<file path="src/rtl/parity_sched_if.sv">
// parity_sched_if: request and response channels of the shared parity sequencer
interface parity_sched_if #(
  parameter int NREQ = 4,
  parameter int W = 16
);
  logic [NREQ-1:0] req_valid;
  logic [NREQ*W-1:0] req_data;
  logic [NREQ-1:0] req_ready;
  logic rsp_valid;
  logic [$clog2(NREQ)-1:0] rsp_id;
  logic rsp_parity;
  logic rsp_ready;
  modport master(output req_valid, req_data, rsp_ready, input req_ready, rsp_valid, rsp_id, rsp_parity);
  modport slave(input req_valid, req_data, rsp_ready, output req_ready, rsp_valid, rsp_id, rsp_parity);
endinterface

</file>
<file path="src/rtl/parity_sched.sv">
// parity_sched: round-robin sequencer sharing one parity unit among NREQ requesters
// Define PARITY_SCHED_PRIO_EN to give requester 0 fixed top priority.
module parity_sched #(
  parameter int NREQ = 4,
  parameter int W = 16,
  parameter int LAT = 0
) (
  input  logic clk,
  input  logic rst_n,
  parity_sched_if.slave bus,
  output logic [W-1:0] par_x,
  input  logic par_f,
  output logic busy,
  output logic [15:0] ops_done
);
  localparam int IW = $clog2(NREQ);
  typedef enum logic [1:0] {IDLE, WAIT, RESP} state_t;
  state_t state, state_nx;
  logic [IW-1:0] ptr, win;
  logic [2:0] cnt;
  logic any, accept, prio_hit;
  always_comb begin
    win = '0;
    for (int k = NREQ - 1; k >= 0; k--)
      if (bus.req_valid[(int'(ptr) + k) % NREQ]) win = IW'((int'(ptr) + k) % NREQ);
`ifdef PARITY_SCHED_PRIO_EN
    prio_hit = bus.req_valid[0];
`else
    prio_hit = 1'b0;
`endif
    if (prio_hit) win = '0;
    any = |bus.req_valid;
    accept = state == IDLE && any && rst_n;
    bus.req_ready = accept ? NREQ'(1) << win : '0;
    busy = state != IDLE;
  end
  always_comb begin
    state_nx = state;
    case (state)
      IDLE: state_nx = any ? WAIT : IDLE;
      WAIT: state_nx = cnt == 3'd0 ? RESP : WAIT;
      RESP: state_nx = bus.rsp_ready ? IDLE : RESP;
      default: state_nx = IDLE;
    endcase
  end
  always_ff @(posedge clk or negedge rst_n)
    if (!rst_n) begin
      state <= IDLE;
      ptr <= '0;
      cnt <= '0;
      par_x <= '0;
      bus.rsp_valid <= 1'b0;
      bus.rsp_id <= '0;
      bus.rsp_parity <= 1'b0;
      ops_done <= '0;
    end else begin
      state <= state_nx;
      if (accept) begin
        par_x <= bus.req_data[int'(win) * W +: W];
        bus.rsp_id <= win;
        cnt <= 3'(LAT);
        if (!prio_hit) ptr <= (win == IW'(NREQ - 1)) ? '0 : win + 1'b1;
      end
      if (state == WAIT) begin
        cnt <= cnt == 3'd0 ? cnt : cnt - 3'd1;
        if (cnt == 3'd0) begin
          bus.rsp_parity <= par_f;
          bus.rsp_valid <= 1'b1;
        end
      end
      if (state == RESP && bus.rsp_ready) begin
        bus.rsp_valid <= 1'b0;
        ops_done <= ops_done + 16'd1;
      end
    end
endmodule

</file>
<file path="src/flat_wrapper.sv">
// flat-port wrapper written by rule: the top's interface ports become plain ports
module parity_sched_flat 
#(
  parameter int NREQ = 4,
  parameter int W = 16,
  parameter int LAT = 0
)
  (clk, rst_n, par_x, par_f, busy, ops_done, bus_req_valid, bus_req_data, bus_rsp_ready, bus_req_ready, bus_rsp_valid, bus_rsp_id, bus_rsp_parity);
  parity_sched_if #(.NREQ(NREQ), .W(W)) bus_i ();
  input  logic clk;
  input  logic rst_n;
  output logic [W-1:0] par_x;
  input  logic par_f;
  output logic busy;
  output logic [15:0] ops_done;
  input wire logic [$bits(bus_i.req_valid)-1:0] bus_req_valid;
  input wire logic [$bits(bus_i.req_data)-1:0] bus_req_data;
  input wire logic [$bits(bus_i.rsp_ready)-1:0] bus_rsp_ready;
  output wire logic [$bits(bus_i.req_ready)-1:0] bus_req_ready;
  output wire logic [$bits(bus_i.rsp_valid)-1:0] bus_rsp_valid;
  output wire logic [$bits(bus_i.rsp_id)-1:0] bus_rsp_id;
  output wire logic [$bits(bus_i.rsp_parity)-1:0] bus_rsp_parity;
  assign bus_i.req_valid = bus_req_valid;
  assign bus_i.req_data = bus_req_data;
  assign bus_i.rsp_ready = bus_rsp_ready;
  assign bus_req_ready = bus_i.req_ready;
  assign bus_rsp_valid = bus_i.rsp_valid;
  assign bus_rsp_id = bus_i.rsp_id;
  assign bus_rsp_parity = bus_i.rsp_parity;
  parity_sched #(.NREQ(NREQ), .W(W), .LAT(LAT)) u_core (.clk(clk), .rst_n(rst_n), .bus(bus_i), .par_x(par_x), .par_f(par_f), .busy(busy), .ops_done(ops_done));
endmodule
</file>
<file path="config.mk">
export PLATFORM = sky130hd
export DESIGN_NAME = parity_sched_flat
export DESIGN_NICKNAME = d
export VERILOG_FILES = /design/src/rtl/parity_sched_if.sv /design/src/rtl/parity_sched.sv /design/src/flat_wrapper.sv
export SDC_FILE = /design/constraint.sdc
export NUM_CORES = 1
export LEC_CHECK = 0
export ABC_AREA = 1
export ABC_CLOCK_PERIOD_IN_PS = 2000
export BUFFER_PORTS_ARGS = -buffer_cell sky130_fd_sc_hd__buf_2
export CAP_MARGIN = 25
export CORE_MARGIN = 2
export CORE_UTILIZATION = 49
export CTS_CLUSTER_DIAMETER = 100
export CTS_CLUSTER_SIZE = 20
export DETAILED_ROUTE_END_ITERATION = 8
export GPL_ROUTABILITY_DRIVEN = 0
export GPL_TIMING_DRIVEN = 0
export HOLD_SLACK_MARGIN = 0.06
export PLACE_DENSITY = 0.83
export SLEW_MARGIN = 5
export SYNTH_ARGS = -nofsm -noshare
export SYNTH_HDL_FRONTEND = slang
export SYNTH_SLANG_ARGS = --single-unit
</file>
<file path="constraint.sdc">
create_clock -name clk -period 2 [get_ports clk]
set_input_delay 0.4 -clock clk [delete_from_list [all_inputs] [get_ports clk]]
set_output_delay 0.4 -clock clk [all_outputs]
set_load 0.02 [all_outputs]
</file>
==> results.ini, run 1 <==
[setup_path]
cpPeakStageDelay_ps=460
cp.arrival_ps=1990
required_ps=1600
crit_fanout=6
path_class=register to output pin
critPathCaptureType=output pin
path_cells=buf_6, nand2_4, o21ai_4, nand2_1, nand3_2, nand3_2, nand2_2, nand2_2, inv_2, buf_6, buf_6, nor3_2, buf_4
critPathLaunchType=register
worst_path_most_repeated_cell=buf_6
critPathSlowestCell=dfrtp_2

[floorplanning]
die_h_um=79.2
die-width_um=79.2
fp-row-count=27
die_area_sq_um=6280
initial_core_util=0.507
core_sq_um=5470
pin_count=113

[finish]
fillCellCount=462
antenna_cells=0
nNetsFinal=592
drive_gt1_frac=0.369
instances_no_fill=589
area_growth_syn_to_layout_pct=38.1
design_area_sq_um=3830
final_cell_mix=109 x buf_2, 105 x nand2_1, 70 x inv_1
mostFrequentLayoutCell=buf_2

[yosys]
syn_nets=458
yosysWarnings=0
yosysUniqueCellTypes=30
ys_ff_latch=43
netlist_area_sq_um=2770
synthesis.instances=382
synth.avg_cell_area_sq_um=7.26
synth-seq-area-share=0.388

[pwr]
leakage_nw=2.28
power_density_nw_per_um2=1620
irDropWorstVdd_uv=1060

[drt]
drt-vias-per-instance=4.91
totalWireLength_um=7560
drtIter0Drc=168
num_vias=2893
drc_errors=0
ant_nets=0
drt-wirelength-per-cell_um=12.8
firstDrtPassIters=4

[timing]
tightest_slew_ps=472
clock.fmax_mhz=418
clock_skew_ps=4.21
fin_ws_ps=-390
period_needed_ps=2390
maxSlewViolCount=0
rsz0062_at_grt=true
slew_headroom=0.685
finalCritPeriodShare=1.20
hold_violations=0
setup_violations=4

[global_route]
grt_overflow=0
grtUsageTotal=0.238
antenna_found_initial=0
grt_pass1_vias=2659
grt_max_degree=44
grt_pass1_wl_um=11800

[job]
drv_cap=0

[clocking]
cts-htree-levels=2
cts_buffer_depth=2
cts_tree=done
numCtsBuffers=5
cts_sinks=43
cts_root_buffer=clkbuf_8
worstSkewPairLatency_ps=300
cts.reportedPaths.clkPinSlew_ps=80

[place]
portBuffers=112
postPlaceCellArea_sq_um=3430
dp_hpwl_um=5370
dp.cells=566

[hold_path]
hold_class=input pin to register

[outcome]
status=complete, but fails checks
violations=setup timing

==> per-stage QoR <==
stage	hold slack [ps]	total power, mW	worst slack (ps)	setup TNS, ps	util
final	332	6.21	-390	-1520	0.700
after global routing	324	6.70	-469	-1930	0.700
after CTS	334	6.05	-351	-1340	0.689
after detailed placement	454	4.90	-888	-12390	0.627
after global placement	454	4.79	-871	-11490	0.627
after floorplan	104	3.98	-28.1	-76.1	-
==> worst paths after layout <==
| check | start | to | slack [ps] | cells past startpoint |
|---|---|---|---|---|
| worst max-delay path | u_core.ptr[0] | bus_req_ready[1] | -390 | 13 |
| worst min-delay path | bus_rsp_ready | u_core.state[1] | 330 | 2 |
| worst max register to register | u_core.ptr[0] | u_core.par_x[9] | 60 | 13 |
| worst min register to register | u_core.ops_done[15] | u_core.ops_done[15] | 480 | 1 |
| max in group asynchronous | rst_n | u_core.ptr[0] | 1120 | 3 |
| min in group asynchronous | rst_n | u_core.ops_done[1] | 650 | 3 |
==> per-layer routing <==
layer  global-route usage  vias up  part of all wire
li1                     -     1448                 -
met1                0.283     1314              0.41
met2                0.426      118              0.51
met3               0.0489       13             0.069
met4               0.0828        0             0.017
met5                    0        -                 0
==> registers in the layout (all words and copies together) (netlist names) <==
| register | flops |
|---|---|
| u_core.ops_done | 16 |
| u_core.par_x | 16 |
| u_core.cnt | 3 |
| u_core.bus.rsp_id | 2 |
| u_core.ptr | 2 |
| u_core.state | 2 |
| u_core.bus.rsp_parity | 1 |
| u_core.bus.rsp_valid | 1 |
==> synthesized netlist by cell type <==
library cell	n	area, sq um
a21oi_1	1	5.00
buf_2	3	15.0
buf_4	2	15.0
buf_6	5	56.3
clkbuf_1	2	7.51
dfrtp_1	43	1080
ha_1	4	50.1
inv_1	72	270
inv_2	6	22.5
mux2_2	2	22.5
nand2_1	114	428
nand2_2	4	25.0
nand2_4	1	11.3
nand2_8	2	40.0
nand3_1	60	300
nand3_2	2	20.0
nand3_4	2	35.0
nand3b_1	1	7.51
nand4_1	5	31.3
nor2_1	12	45.0
nor2_2	4	25.0
nor3_1	1	5.00
o211ai_1	8	60.1
o21a_1	1	7.51
o21ai_0	6	30.0
o21ai_1	1	5.00
o21ai_2	1	8.76
o31ai_1	1	7.51
xnor2_1	8	70.1
xor2_1	8	70.1
==> worst max-delay path, delay by kind of cell (launching register included) <==
| family | cells | cell delay [ps] |
|---|---|---|
| AND/OR/NAND/NOR | 7 | 540 |
| AO/OA/AOI/OAI | 1 | 60 |
| flip-flops | 1 | 460 |
| buffers and inverters | 5 | 630 |
==> report_power, final <==
part	total, mW	internal (mW)	switching [mW]
clock	0.571	0.250	0.321
sequential	1.38	1.17	0.205
combinational	4.26	1.70	2.56
total	6.21	3.12	3.09
==> cell families after synthesis <==
| family | Yosys count | share of synthesized area |
|---|---|---|
| and+or+nand+nor | 208 | 0.351 |
| DFF | 43 | 0.388 |
| muxes | 2 | 0.00812 |
| adders and majority gates | 4 | 0.0181 |
| xor gates and xnor gates | 16 | 0.0505 |
| AOI/OAI and AO/OA | 19 | 0.0447 |
| buffers and inverters | 90 | 0.139 |
==> layout make-up <==
| cell class | count | area [sq um] | share of cell area |
|---|---|---|---|
| Inverter | 78 | 295 | 0.0771 |
| Timing Repair Buffer | 128 | 727 | 0.190 |
| Sequential cell | 43 | 1080 | 0.281 |
| Buffer | 11 | 100 | 0.0261 |
| Tap cell | 72 | 90.1 | 0.0235 |
| Clock buffer | 5 | 68.8 | 0.0180 |
| Multi-Input combinational cell | 249 | 1450 | 0.377 |
| Clock inverter | 3 | 25.0 | 0.00654 |
==> repair_timing <==
action | in CTS | in global routing
endpoints found under the hold margin | 43 | 0
gates resized for setup | 35 | 12
gates cloned | 1 | 0
setup endpoints to repair | 23 | 9
buffers inserted | 11 | 3
hold buffers | 2 | 0
pin swaps | 19 | 12
Note: power is estimated with default switching activity, not from simulation.
==> inputs of run 2 (changes only) <==
CELL_PAD_IN_SITES_DETAIL_PLACEMENT = 1   (was unset)
CELL_PAD_IN_SITES_GLOBAL_PLACEMENT = 1   (was unset)
CORE_UTILIZATION = 34   (was 49)
==> run 2 against run 1 <==
Against the previous run:
- fmax shrank 2.9%
- clock skew grew 4.4 ps
- die area grew 42%
- routed wire length rose by 21%
- non-clock buffer count rose by 7
- the flow still finishes with violations (setup timing)
==> results.ini, run 2 (synthesized netlist as in run 1, its figures left out) <==
[global_route]
grtUsageTotal=0.201  ; -0.0374
grt_overflow=0  ; unchanged
grt_pass1_vias=2975  ; +12%
grt_max_degree=44  ; unchanged
antenna_found_initial=0  ; unchanged
grt_pass1_wl_um=14200  ; +20%

[clocking]
cts_sinks=43  ; unchanged
cts.reportedPaths.clkPinSlew_ps=90  ; about the same
worstSkewPairLatency_ps=300  ; about the same
cts_root_buffer=clkbuf_8
numCtsBuffers=5  ; unchanged
cts_tree=done
cts-htree-levels=2  ; unchanged
cts_buffer_depth=2  ; unchanged

[pwr]
power.switching_mw=3.26  ; +5.5%
seqPwrFrac=0.208  ; -0.014
swShare=0.485  ; -0.0124
pwr-share-clk=0.107  ; +0.015
power_density_nw_per_um2=1680  ; +3.8%
power_frac_comb=0.685  ; about the same
leakage_nw=2.35  ; +2.9%
irDropWorstVdd_uv=633  ; -40%
intPower_mw=3.46  ; +11%

[drt]
ant_nets=0  ; unchanged
drtIter0Drc=72  ; -57%
num_vias=2928  ; +1.2%
firstDrtPassIters=4  ; unchanged
drc_errors=0  ; unchanged
drt-wirelength-per-cell_um=14.6  ; +14%
drt-vias-per-instance=4.68  ; -4.8%
totalWireLength_um=9160  ; +21%

[floorplanning]
die-width_um=94.3  ; +19%
die_area_sq_um=8890  ; +42%
core_sq_um=7810  ; +43%
fp-row-count=32  ; +19%
initial_core_util=0.355  ; -0.152
die_h_um=94.3  ; +19%
pin_count=113  ; unchanged

[timing]
rsz0062_at_grt=true
holdWs_ps=332  ; +0.317 ps
hold_violations=0  ; unchanged
clock.fmax_mhz=406  ; -2.9%
period_needed_ps=2460  ; +71.7 ps
maxSlewViolCount=0  ; unchanged
setup_violations=4  ; unchanged
fin_ws_ps=-462  ; -71.7 ps
slew_headroom=0.692  ; +0.00658
finalCritPeriodShare=1.23  ; +0.0359
tightest_slew_ps=462  ; -9.88 ps
clock_skew_ps=8.65  ; +4.45 ps

[setup_path]
cp.arrival_ps=2060  ; +70 ps
critPathCaptureType=output pin
required_ps=1600  ; about the same
path_class=register to output pin
crit_fanout=5  ; -1
critPathLaunchType=register

[place]
dp.cells=596  ; +5.3%
portBuffers=112  ; unchanged
dp_hpwl_um=6550  ; +22%

[finish]
drive_gt1_frac=0.382  ; +0.0122
mostFrequentLayoutCell=buf_2
antenna_cells=0  ; unchanged
final_cell_mix=108 x buf_2, 105 x nand2_1, 70 x inv_1
reg_top3=u_core.ops_done: 16 flops, u_core.par_x: 16 flops, u_core.cnt: 3 flops
nNetsFinal=599  ; +1.2%
area_growth_syn_to_layout_pct=44.0
instances_no_fill=626  ; +6.3%

[outcome]
status=complete, but fails checks
violations=setup timing

[job]
drv_cap=0  ; unchanged

[hold_path]
hold_class=input pin to register

-- run 2: power groups by stage --
stage	Sequential [mW]	Combinational (mW)	Clock, mW
finish	1.40	4.60	0.716
global route	1.44	5.09	0.756
CTS	1.38	4.27	0.725
detailed placement	1.39	3.65	0
global placement	1.38	3.51	0
floorplan	1.64	2.34	0
-- run 2: metal layers --
layer / up-vias / global-route usage / routed length (um)
met5: - / 0 / 0
met4: 0 / 0.0495 / 107
met3: 11 / 0.0321 / 381
met2: 78 / 0.363 / 4700
met1: 1387 / 0.250 / 3970
li1: 1452 / - / -
-- run 2: worst max-delay path, cell delays in order, from the launching register on --
cell and delay [ps]:
dfrtp_2 460, buf_8 160, o21ai_4 170, nand2_2 90
nand3_4 120, nand2_4 70, nand2_8 70, nand2_8 70
buf_8 130, nor2_4 70, inv_2 60, nor2_1 120
buf_4 160
-- run 2: layout make-up --
| class | instances | area, sq um |
|---|---|---|
| clock inverters | 2 | 35.0 |
| flip-flops and latches | 43 | 1080 |
| inverters | 78 | 298 |
| multi-input cells | 249 | 1470 |
| fillers | 1036 | 3820 |
| well taps | 102 | 128 |
| repair buffers | 136 | 798 |
| plain buffers | 10 | 104 |
| clock buffers | 6 | 82.6 |
-- run 2: stage by stage --
| stage | util | cell area, sq um | TNS [ps] | power (mW) | worst slack [ps] |
|---|---|---|---|---|---|
| after floorplan | - | 2780 | -76.1 | 3.98 | -28.1 |
| after global placement | 0.444 | 3470 | -11060 | 4.89 | -868 |
| after detailed placement | 0.444 | 3470 | -12510 | 5.04 | -901 |
| after CTS | 0.493 | 3850 | -1510 | 6.37 | -387 |
| after global routing | 0.511 | 3990 | -2190 | 7.28 | -575 |
| final | 0.511 | 3990 | -1670 | 6.72 | -462 |
-- run 2: what timing repair did --
item,CTS,global route
setup endpoints to repair,23,20
setup buffers,13,9
gates cloned,1,1
endpoints found under the hold margin,43,0
pin swaps,14,15
hold buffers,2,0
resized for setup,36,29
-- run 2: worst paths after layout --
check,from,endpoint,slack (ps),cells past startpoint
worst max-delay path,u_core.ptr[0],bus_req_ready[0],-460,12
worst min-delay path,par_f,u_core.bus.rsp_parity,330,2
worst max register to register,u_core.ptr[0],u_core.par_x[11],80,11
worst min register to register,u_core.ops_done[15],u_core.ops_done[15],480,1
max in group asynchronous,rst_n,u_core.ptr[0],1120,3
min in group asynchronous,rst_n,u_core.state[1],660,3
